<file path="src/rtl/scaler_cfg_ctrl_if.sv">
// rtl/scaler_cfg_ctrl_if.sv - software configuration bus for scaler_cfg_ctrl
//
// Purpose: groups the configuration write request (steps, line size, auto
// flag, write strobe) with its status returns (pending, applied, error).
// Ports (signals):
//   cfg_h_step_i, cfg_v_step_i  requested scale steps (master -> slave)
//   cfg_inline_size_i           requested input line size minus 1
//   cfg_auto_size_i             derive line size from measured width
//   cfg_wr_i                    one-cycle write strobe
//   cfg_pending_o               shadow written, not yet applied (slave -> master)
//   cfg_applied_o               one-cycle pulse when scaler registers update
//   cfg_err_o                   one-cycle pulse when a write is rejected
interface scaler_cfg_ctrl_if #(
    parameter int STEP_WIDTH = 16
);
    logic [STEP_WIDTH-1:0] cfg_h_step_i;
    logic [STEP_WIDTH-1:0] cfg_v_step_i;
    logic [STEP_WIDTH-1:0] cfg_inline_size_i;
    logic                  cfg_auto_size_i;
    logic                  cfg_wr_i;
    logic                  cfg_pending_o;
    logic                  cfg_applied_o;
    logic                  cfg_err_o;

    modport master (
        output cfg_h_step_i, cfg_v_step_i, cfg_inline_size_i, cfg_auto_size_i, cfg_wr_i,
        input  cfg_pending_o, cfg_applied_o, cfg_err_o
    );

    modport slave (
        input  cfg_h_step_i, cfg_v_step_i, cfg_inline_size_i, cfg_auto_size_i, cfg_wr_i,
        output cfg_pending_o, cfg_applied_o, cfg_err_o
    );
endinterface

</file>
<file path="src/rtl/scaler_cfg_ctrl.sv">
// rtl/scaler_cfg_ctrl.sv - frame-synchronous configuration controller for the bilinear scaler
//
// Purpose: holds software writes in shadow registers and moves them to the
// scaler's reg_* inputs only during vertical blanking; measures input frame
// geometry; gates video until the first frame boundary after reset.
// Ports:
//   clk, rst_n                 clock, asynchronous active-low reset
//   cfg                        configuration bus (slave side)
//   de_i, hs_i, vs_i           input video timing (hs high = line blank, vs high = active)
//   vid_en_o                   gate for de/hs/vs into the scaler
//   reg_h_scale_step_o         horizontal step to scaler
//   reg_v_scale_step_o         vertical step to scaler
//   reg_v_scale_inline_size_o  input line size minus 1 to scaler
//   meas_width_o               de count of the last line of the previous frame
//   meas_lines_o               active line count of the previous frame
module scaler_cfg_ctrl #(
    parameter int SCALE_STEP = 128,
    parameter int STEP_WIDTH = 16,
    parameter int CNT_WIDTH  = 16
) (
    input  logic                  clk,
    input  logic                  rst_n,
    scaler_cfg_ctrl_if.slave      cfg,
    input  logic                  de_i,
    input  logic                  hs_i,
    input  logic                  vs_i,
    output logic                  vid_en_o,
    output logic [STEP_WIDTH-1:0] reg_h_scale_step_o,
    output logic [STEP_WIDTH-1:0] reg_v_scale_step_o,
    output logic [STEP_WIDTH-1:0] reg_v_scale_inline_size_o,
    output logic [CNT_WIDTH-1:0]  meas_width_o,
    output logic [CNT_WIDTH-1:0]  meas_lines_o
);

    typedef enum logic [1:0] {
        ST_SYNC,
        ST_BLANK,
        ST_ACTIVE
    } state_t;

    state_t state_q, state_d;

    logic [STEP_WIDTH-1:0] sh_h_q, sh_v_q, sh_inline_q;
    logic                  sh_auto_q;
    logic                  pending_q, applied_q, err_q, vid_en_q;
    logic [STEP_WIDTH-1:0] h_q, v_q, inline_q, inline_d;
    logic [CNT_WIDTH-1:0]  pix_q, line_q, width_run_q, meas_width_q, meas_lines_q;
    logic                  hs_prev_q;

    logic wr_ok, wr_bad, apply, enter_active, leave_active, hs_rise;

    assign wr_ok        = cfg.cfg_wr_i && (cfg.cfg_h_step_i != '0) && (cfg.cfg_v_step_i != '0);
    assign wr_bad       = cfg.cfg_wr_i && !wr_ok;
    // A write in the same cycle as an apply opportunity defers the apply so
    // the freshly written values are the ones that land.
    assign apply        = (state_q == ST_BLANK) && pending_q && !cfg.cfg_wr_i;
    assign enter_active = (state_q == ST_BLANK) && vs_i;
    assign leave_active = (state_q == ST_ACTIVE) && !vs_i;
    assign hs_rise      = hs_i && !hs_prev_q;

    always_comb begin
        state_d = state_q;
        case (state_q)
            ST_SYNC:   if (!vs_i) state_d = ST_BLANK;
            ST_BLANK:  if (vs_i)  state_d = ST_ACTIVE;
            ST_ACTIVE: if (!vs_i) state_d = ST_BLANK;
            default:   state_d = ST_SYNC;
        endcase
    end

    // Auto mode tracks the measured width; a zero width (no counted line)
    // keeps whatever size the scaler already has.
    always_comb begin
        inline_d = sh_inline_q;
        if (sh_auto_q) begin
            if (meas_width_q != '0) begin
                inline_d = STEP_WIDTH'(meas_width_q - CNT_WIDTH'(1));
            end else begin
                inline_d = inline_q;
            end
        end
    end

    always_ff @(posedge clk or negedge rst_n) begin
        if (!rst_n) begin
            state_q      <= ST_SYNC;
            vid_en_q     <= 1'b0;
            sh_h_q       <= STEP_WIDTH'(SCALE_STEP);
            sh_v_q       <= STEP_WIDTH'(SCALE_STEP);
            sh_inline_q  <= '0;
            sh_auto_q    <= 1'b0;
            pending_q    <= 1'b0;
            applied_q    <= 1'b0;
            err_q        <= 1'b0;
            h_q          <= STEP_WIDTH'(SCALE_STEP);
            v_q          <= STEP_WIDTH'(SCALE_STEP);
            inline_q     <= '0;
            pix_q        <= '0;
            line_q       <= '0;
            width_run_q  <= '0;
            meas_width_q <= '0;
            meas_lines_q <= '0;
            hs_prev_q    <= 1'b0;
        end else begin
            state_q   <= state_d;
            vid_en_q  <= (state_d != ST_SYNC);
            hs_prev_q <= hs_i;
            err_q     <= wr_bad;
            applied_q <= apply;

            if (wr_ok) begin
                sh_h_q      <= cfg.cfg_h_step_i;
                sh_v_q      <= cfg.cfg_v_step_i;
                sh_inline_q <= cfg.cfg_inline_size_i;
                sh_auto_q   <= cfg.cfg_auto_size_i;
                pending_q   <= 1'b1;
            end else if (apply) begin
                pending_q <= 1'b0;
            end else if (sh_auto_q && leave_active && (width_run_q != meas_width_q)) begin
                pending_q <= 1'b1;
            end

            if (apply) begin
                h_q      <= sh_h_q;
                v_q      <= sh_v_q;
                inline_q <= inline_d;
            end

            if (enter_active) begin
                pix_q  <= '0;
                line_q <= '0;
            end else if (state_q == ST_ACTIVE) begin
                if (hs_i) begin
                    pix_q <= '0;
                end else if (de_i && (pix_q != '1)) begin
                    pix_q <= pix_q + CNT_WIDTH'(1);
                end
                // Lines without any de are not counted and do not touch width.
                if (hs_rise && (pix_q != '0)) begin
                    width_run_q <= pix_q;
                    if (line_q != '1) begin
                        line_q <= line_q + CNT_WIDTH'(1);
                    end
                end
                if (leave_active) begin
                    meas_width_q <= width_run_q;
                    meas_lines_q <= line_q;
                end
            end
        end
    end

    assign cfg.cfg_pending_o  = pending_q;
    assign cfg.cfg_applied_o  = applied_q;
    assign cfg.cfg_err_o      = err_q;
    assign vid_en_o                  = vid_en_q;
    assign reg_h_scale_step_o        = h_q;
    assign reg_v_scale_step_o        = v_q;
    assign reg_v_scale_inline_size_o = inline_q;
    assign meas_width_o              = meas_width_q;
    assign meas_lines_o              = meas_lines_q;

endmodule
</file>
<file path="src/flat_wrapper.sv">
// flat-port wrapper written by rule: the top's interface ports become plain ports
module scaler_cfg_ctrl_flat 
#(
    parameter int SCALE_STEP = 128,
    parameter int STEP_WIDTH = 16,
    parameter int CNT_WIDTH  = 16
)
  (clk, rst_n, de_i, hs_i, vs_i, vid_en_o, reg_h_scale_step_o, reg_v_scale_step_o, reg_v_scale_inline_size_o, meas_width_o, meas_lines_o, cfg_cfg_h_step_i, cfg_cfg_v_step_i, cfg_cfg_inline_size_i, cfg_cfg_auto_size_i, cfg_cfg_wr_i, cfg_cfg_pending_o, cfg_cfg_applied_o, cfg_cfg_err_o);
  scaler_cfg_ctrl_if #(.STEP_WIDTH(STEP_WIDTH)) cfg_i ();
  input  logic clk;
  input  logic rst_n;
  input  logic de_i;
  input  logic hs_i;
  input  logic vs_i;
  output logic vid_en_o;
  output logic [STEP_WIDTH-1:0] reg_h_scale_step_o;
  output logic [STEP_WIDTH-1:0] reg_v_scale_step_o;
  output logic [STEP_WIDTH-1:0] reg_v_scale_inline_size_o;
  output logic [CNT_WIDTH-1:0] meas_width_o;
  output logic [CNT_WIDTH-1:0] meas_lines_o;
  input wire logic [$bits(cfg_i.cfg_h_step_i)-1:0] cfg_cfg_h_step_i;
  input wire logic [$bits(cfg_i.cfg_v_step_i)-1:0] cfg_cfg_v_step_i;
  input wire logic [$bits(cfg_i.cfg_inline_size_i)-1:0] cfg_cfg_inline_size_i;
  input wire logic [$bits(cfg_i.cfg_auto_size_i)-1:0] cfg_cfg_auto_size_i;
  input wire logic [$bits(cfg_i.cfg_wr_i)-1:0] cfg_cfg_wr_i;
  output wire logic [$bits(cfg_i.cfg_pending_o)-1:0] cfg_cfg_pending_o;
  output wire logic [$bits(cfg_i.cfg_applied_o)-1:0] cfg_cfg_applied_o;
  output wire logic [$bits(cfg_i.cfg_err_o)-1:0] cfg_cfg_err_o;
  assign cfg_i.cfg_h_step_i = cfg_cfg_h_step_i;
  assign cfg_i.cfg_v_step_i = cfg_cfg_v_step_i;
  assign cfg_i.cfg_inline_size_i = cfg_cfg_inline_size_i;
  assign cfg_i.cfg_auto_size_i = cfg_cfg_auto_size_i;
  assign cfg_i.cfg_wr_i = cfg_cfg_wr_i;
  assign cfg_cfg_pending_o = cfg_i.cfg_pending_o;
  assign cfg_cfg_applied_o = cfg_i.cfg_applied_o;
  assign cfg_cfg_err_o = cfg_i.cfg_err_o;
  scaler_cfg_ctrl #(.SCALE_STEP(SCALE_STEP), .STEP_WIDTH(STEP_WIDTH), .CNT_WIDTH(CNT_WIDTH)) u_core (.clk(clk), .rst_n(rst_n), .cfg(cfg_i), .de_i(de_i), .hs_i(hs_i), .vs_i(vs_i), .vid_en_o(vid_en_o), .reg_h_scale_step_o(reg_h_scale_step_o), .reg_v_scale_step_o(reg_v_scale_step_o), .reg_v_scale_inline_size_o(reg_v_scale_inline_size_o), .meas_width_o(meas_width_o), .meas_lines_o(meas_lines_o));
endmodule
</file>
<file path="config.mk">
export PLATFORM = sky130hd
export DESIGN_NAME = scaler_cfg_ctrl_flat
export DESIGN_NICKNAME = d
export VERILOG_FILES = /design/src/rtl/scaler_cfg_ctrl_if.sv /design/src/rtl/scaler_cfg_ctrl.sv /design/src/flat_wrapper.sv
export SDC_FILE = /design/constraint.sdc
export NUM_CORES = 1
export LEC_CHECK = 0
export ABC_AREA = 0
export BUFFER_PORTS_ARGS = -buffer_cell sky130_fd_sc_hd__buf_4
export CAP_MARGIN = 0
export CORE_ASPECT_RATIO = 0.7
export CORE_UTILIZATION = 30
export CTS_BUF_LIST = sky130_fd_sc_hd__clkbuf_8
export DETAILED_ROUTE_END_ITERATION = 8
export SETUP_SLACK_MARGIN = 0.02
export SLEW_MARGIN = 20
export SYNTH_ARGS = -nofsm -noshare
export SYNTH_HDL_FRONTEND = slang
export SYNTH_SLANG_ARGS = --single-unit
</file>
<file path="constraint.sdc">
create_clock -name clk -period 3 [get_ports clk]
set_input_delay 0.6 -clock clk [delete_from_list [all_inputs] [get_ports clk]]
set_output_delay 0.6 -clock clk [all_outputs]
set_load 0.1 [all_outputs]
</file>
==> results.md <==
- Initial cell density of the core: 0.306
- Synth area leaders: dfrtp_1 55%, mux2_2 15%, nand2_1 3.8%, xor2_1 2.1%, o21ai_0 1.9%
- Max Slew Vio Count: 0
- Worst EP required: 3.39 ns
- Rows: 50
- Cell taking the most area after synthesis: dfrtp_1
- First DRT Iteration DRCs: approximately 320
- Post-layout util: 0.379
- Layout cells sized above 1: 0.375
- Synth Warn #: 0
- CTS Sinks: around 180
- CTS Buffer Depth: 2
- Width of the die: about 200 um
- Synthesized Nets: 760
- Post-Syn Area: between 8000 and 9000 um2
- Vias in the first global route: between 5,000 and 6,000
- Largest net degree at the start of global routing: between 70 and 80
- Die H: between 100 and 150 um
- Via density: ~4.8
- Placed Instance Area: approximately 9700 um2
- Ant. Diodes: 0
- Fin crit share: 0.771
- Status: complete, no violations
- Mean Syn Cell Area: approximately 12 um2
- Htree depth: 4
- Setup repair after global routing missed its margin: no
- Slew HR: 0.565
- Pre-CTS WS: around 0.44 ns
- Final WL: between 15,000 and 20,000 um
- Min Hold Slack: between 0.06 and 0.07 ns
- Cts repair resizes: 0
- Synth Register Bits: between 150 and 200
- CP startpoint kind: flop
- Post-synth top area share: 0.550
- Crit path buf inv count: 1
- Worst skew pair latency: approximately 0.47 ns
- Drt wl/cell: roughly 16 um
- Final min period: 2.31 ns
- P&R area growth vs syn: 23.8%
- Post-synthesis async set-or-reset flop share: 1.00
- First-pass GRT wire length: 31,900 um
- CTS buffer count: 17
- Post-synth EDFFs: 0
- Number of I/O pins: 139
- Max VDD drop: ~0.00041 V
- Distinct cells, synth: 56
- CP max stage cell: or4_4
- Crit path max-delay family: simple AND/OR/NAND/NOR gates
- Max Clk Rate: 432 MHz
- Total power: 7.69 mW
- CTS tree: built
- Seq/Total Area, Yosys: 0.562
- Gr usage total: 0.148
- PD cells: 758 nW/um2
- Setup crit end kind: flop
- Critical path class: flop to flop
- Clock skew: slightly above 0.009 ns
- Slew @ Worst Pin: 0.643 ns
- Hold Buf Count CTS: 0
- # setup viols final: 0
- Post-CTS Setup Inserts: 0
- Layout Cells excl Fill: 1,217
- LEAKAGE: about 4.8 nW
- Fin worst setup slack: 0.687 ns
- ANT nets after route: 0
- Post-route cell area: ~10,000 um2
- Ys flop type: dfrtp_1
- Routed vias: about 5,800
- Clk root buf: clkbuf_8
- Crit path DAT: 2.71 ns
- Synth Instances: ~700
- MaxCap Viol Count: 0
- Crit path cell chain: inv_1, ha_1, nor3b_1, and4_1, or4_4, or3_1, a21oi_1
- Crit path max fanout: 7
- Core region area: 26,800 um2
- Cells after DPL: 1,186
- Die ar.: 28,000 um2
- Grt ovf: 0
- Setup TNS: 0 ns
- Initial antenna violation count: 0
- Largest stage delay, worst path: between 0.5 and 0.6 ns
- Reg clk slew, reported paths: 0.10 ns
- Drt pass-1 iters: 4
- Drc violations: 0
- Final hold vios: 0
- Final net count: 900
- Fillers: approximately 2,700
- # port buffers: between 100 and 150
- Post-DP HPWL: around 14,000 um
- Worst hold path type: primary input to async pin
- Global placement routability congestion: roughly 0.84
[flip-flops by register name (all words and copies together) (netlist names)]
name / flops
u_core.sh_auto_q: 1
u_core.reg_v_scale_step_o: 16
u_core.hs_prev_q: 1
u_core.meas_lines_o: 16
u_core.state_q: 2
u_core.cfg.cfg_err_o: 1
u_core.line_q: 16
u_core.vid_en_o: 1
u_core.sh_h_q: 16
u_core.meas_width_o: 16
u_core.cfg.cfg_pending_o: 1
u_core.reg_v_scale_inline_size_o: 16
u_core.reg_h_scale_step_o: 16
u_core.sh_v_q: 16
u_core.pix_q: 16
u_core.cfg.cfg_applied_o: 1
u_core.sh_inline_q: 16
u_core.width_run_q: 16
[power breakdown]
part | switching, mW | internal (mW) | total, mW
registers | 0.176 | 2.80 | 2.98
logic | 2.25 | 0.670 | 2.92
clock network | 0.906 | 0.887 | 1.79
total | 3.34 | 4.36 | 7.69
[cell usage after synthesis (all sizes together) (3+ instances only)]
cell,n
nand3,19
or2,3
xor2,20
o31ai,5
xnor2,17
nand2b,3
nor2,34
clkbuf,22
and4,5
ha,4
dfstp,4
mux2,110
nand3b,5
and2,3
o211ai,6
a31oi,5
or4,4
buf,14
a21oi,10
dfrtp,180
mux2i,9
nor4,20
o21ai,34
or3,5
nor3,12
nand4,16
inv,11
and3,8
nand2,82
a31o,3
[area by class of cell]
| type | instances | area [um2] | area share |
|---|---|---|---|
| Sequential cell | 184 | 4610 | 0.454 |
| Multi-Input combinational cell | 470 | 3400 | 0.335 |
| Tap cell | 364 | 455 | 0.0449 |
| Timing Repair Buffer | 157 | 1220 | 0.120 |
| Clock buffer | 20 | 275 | 0.0271 |
| Clock inverter | 11 | 146 | 0.0144 |
| Inverter | 11 | 41.3 | 0.00407 |
[per-layer routing]
metal / wire length (um) / vias to the layer above / track usage
met1: 10300 / 2861 / 0.225
met4: 250 / 0 / 0.0394
met2: 8150 / 153 / 0.202
li1: - / 2799 / -
met3: 1180 / 18 / 0.0405
met5: 0 / - / 0
[worst paths after layout]
check,startpoint,to,slack [ns],depth (start not counted)
max,u_core.pix_q[0],u_core.line_q[15],0.69,7
min,rst_n,u_core.pix_q[10],0.06,1
max reg2reg,u_core.pix_q[0],u_core.line_q[15],0.69,7
min reg2reg,u_core.reg_v_scale_inline_size_o[14],u_core.reg_v_scale_inline_size_o[14],0.48,1
max in group asynchronous,rst_n,u_core.reg_v_scale_step_o[7],2.16,2
min in group clk,vs_i,u_core.state_q[0],0.32,2
[cell usage in the layout (no fill, tap or decap), types with 3 or more instances in the layout]
| cell type | count |
|---|---|
| a21oi_1 | 10 |
| a31o_2 | 3 |
| a31oi_1 | 5 |
| and2_1 | 3 |
| and3_1 | 6 |
| and4_1 | 3 |
| buf_12 | 3 |
| buf_4 | 153 |
| bufinv_16 | 3 |
| clkbuf_8 | 21 |
| clkinv_2 | 3 |
| dfrtp_1 | 180 |
| dfstp_2 | 4 |
| ha_1 | 4 |
| inv_1 | 11 |
| mux2_2 | 110 |
| mux2i_1 | 9 |
| nand2_1 | 81 |
| nand2b_1 | 3 |
| nand3_1 | 19 |
| nand3b_1 | 5 |
| nand4_1 | 16 |
| nor2_1 | 33 |
| nor3_1 | 12 |
| nor4_1 | 20 |
| o211ai_1 | 6 |
| o21ai_0 | 31 |
| o31ai_1 | 5 |
| or2_2 | 3 |
| or3_1 | 5 |
| or4_1 | 3 |
| xnor2_1 | 17 |
| xor2_1 | 20 |
[cell families (layout without fill, tap and decap cells)]
kind of cell             Yosys count  in the layout  share of synthesized area
AND/OR/NAND/NOR                  229            229                      0.142
flip-flops                       184            184                      0.562
multiplexers                     119            119                      0.162
AO/OA/AOI/OAI                     81             81                     0.0632
buffers and inverters             47            199                     0.0243
XOR/XNOR                          37             37                     0.0395
adder cells (fa/ha/maj)            4              4                    0.00611
Note: power is estimated with default switching activity, not from simulation.
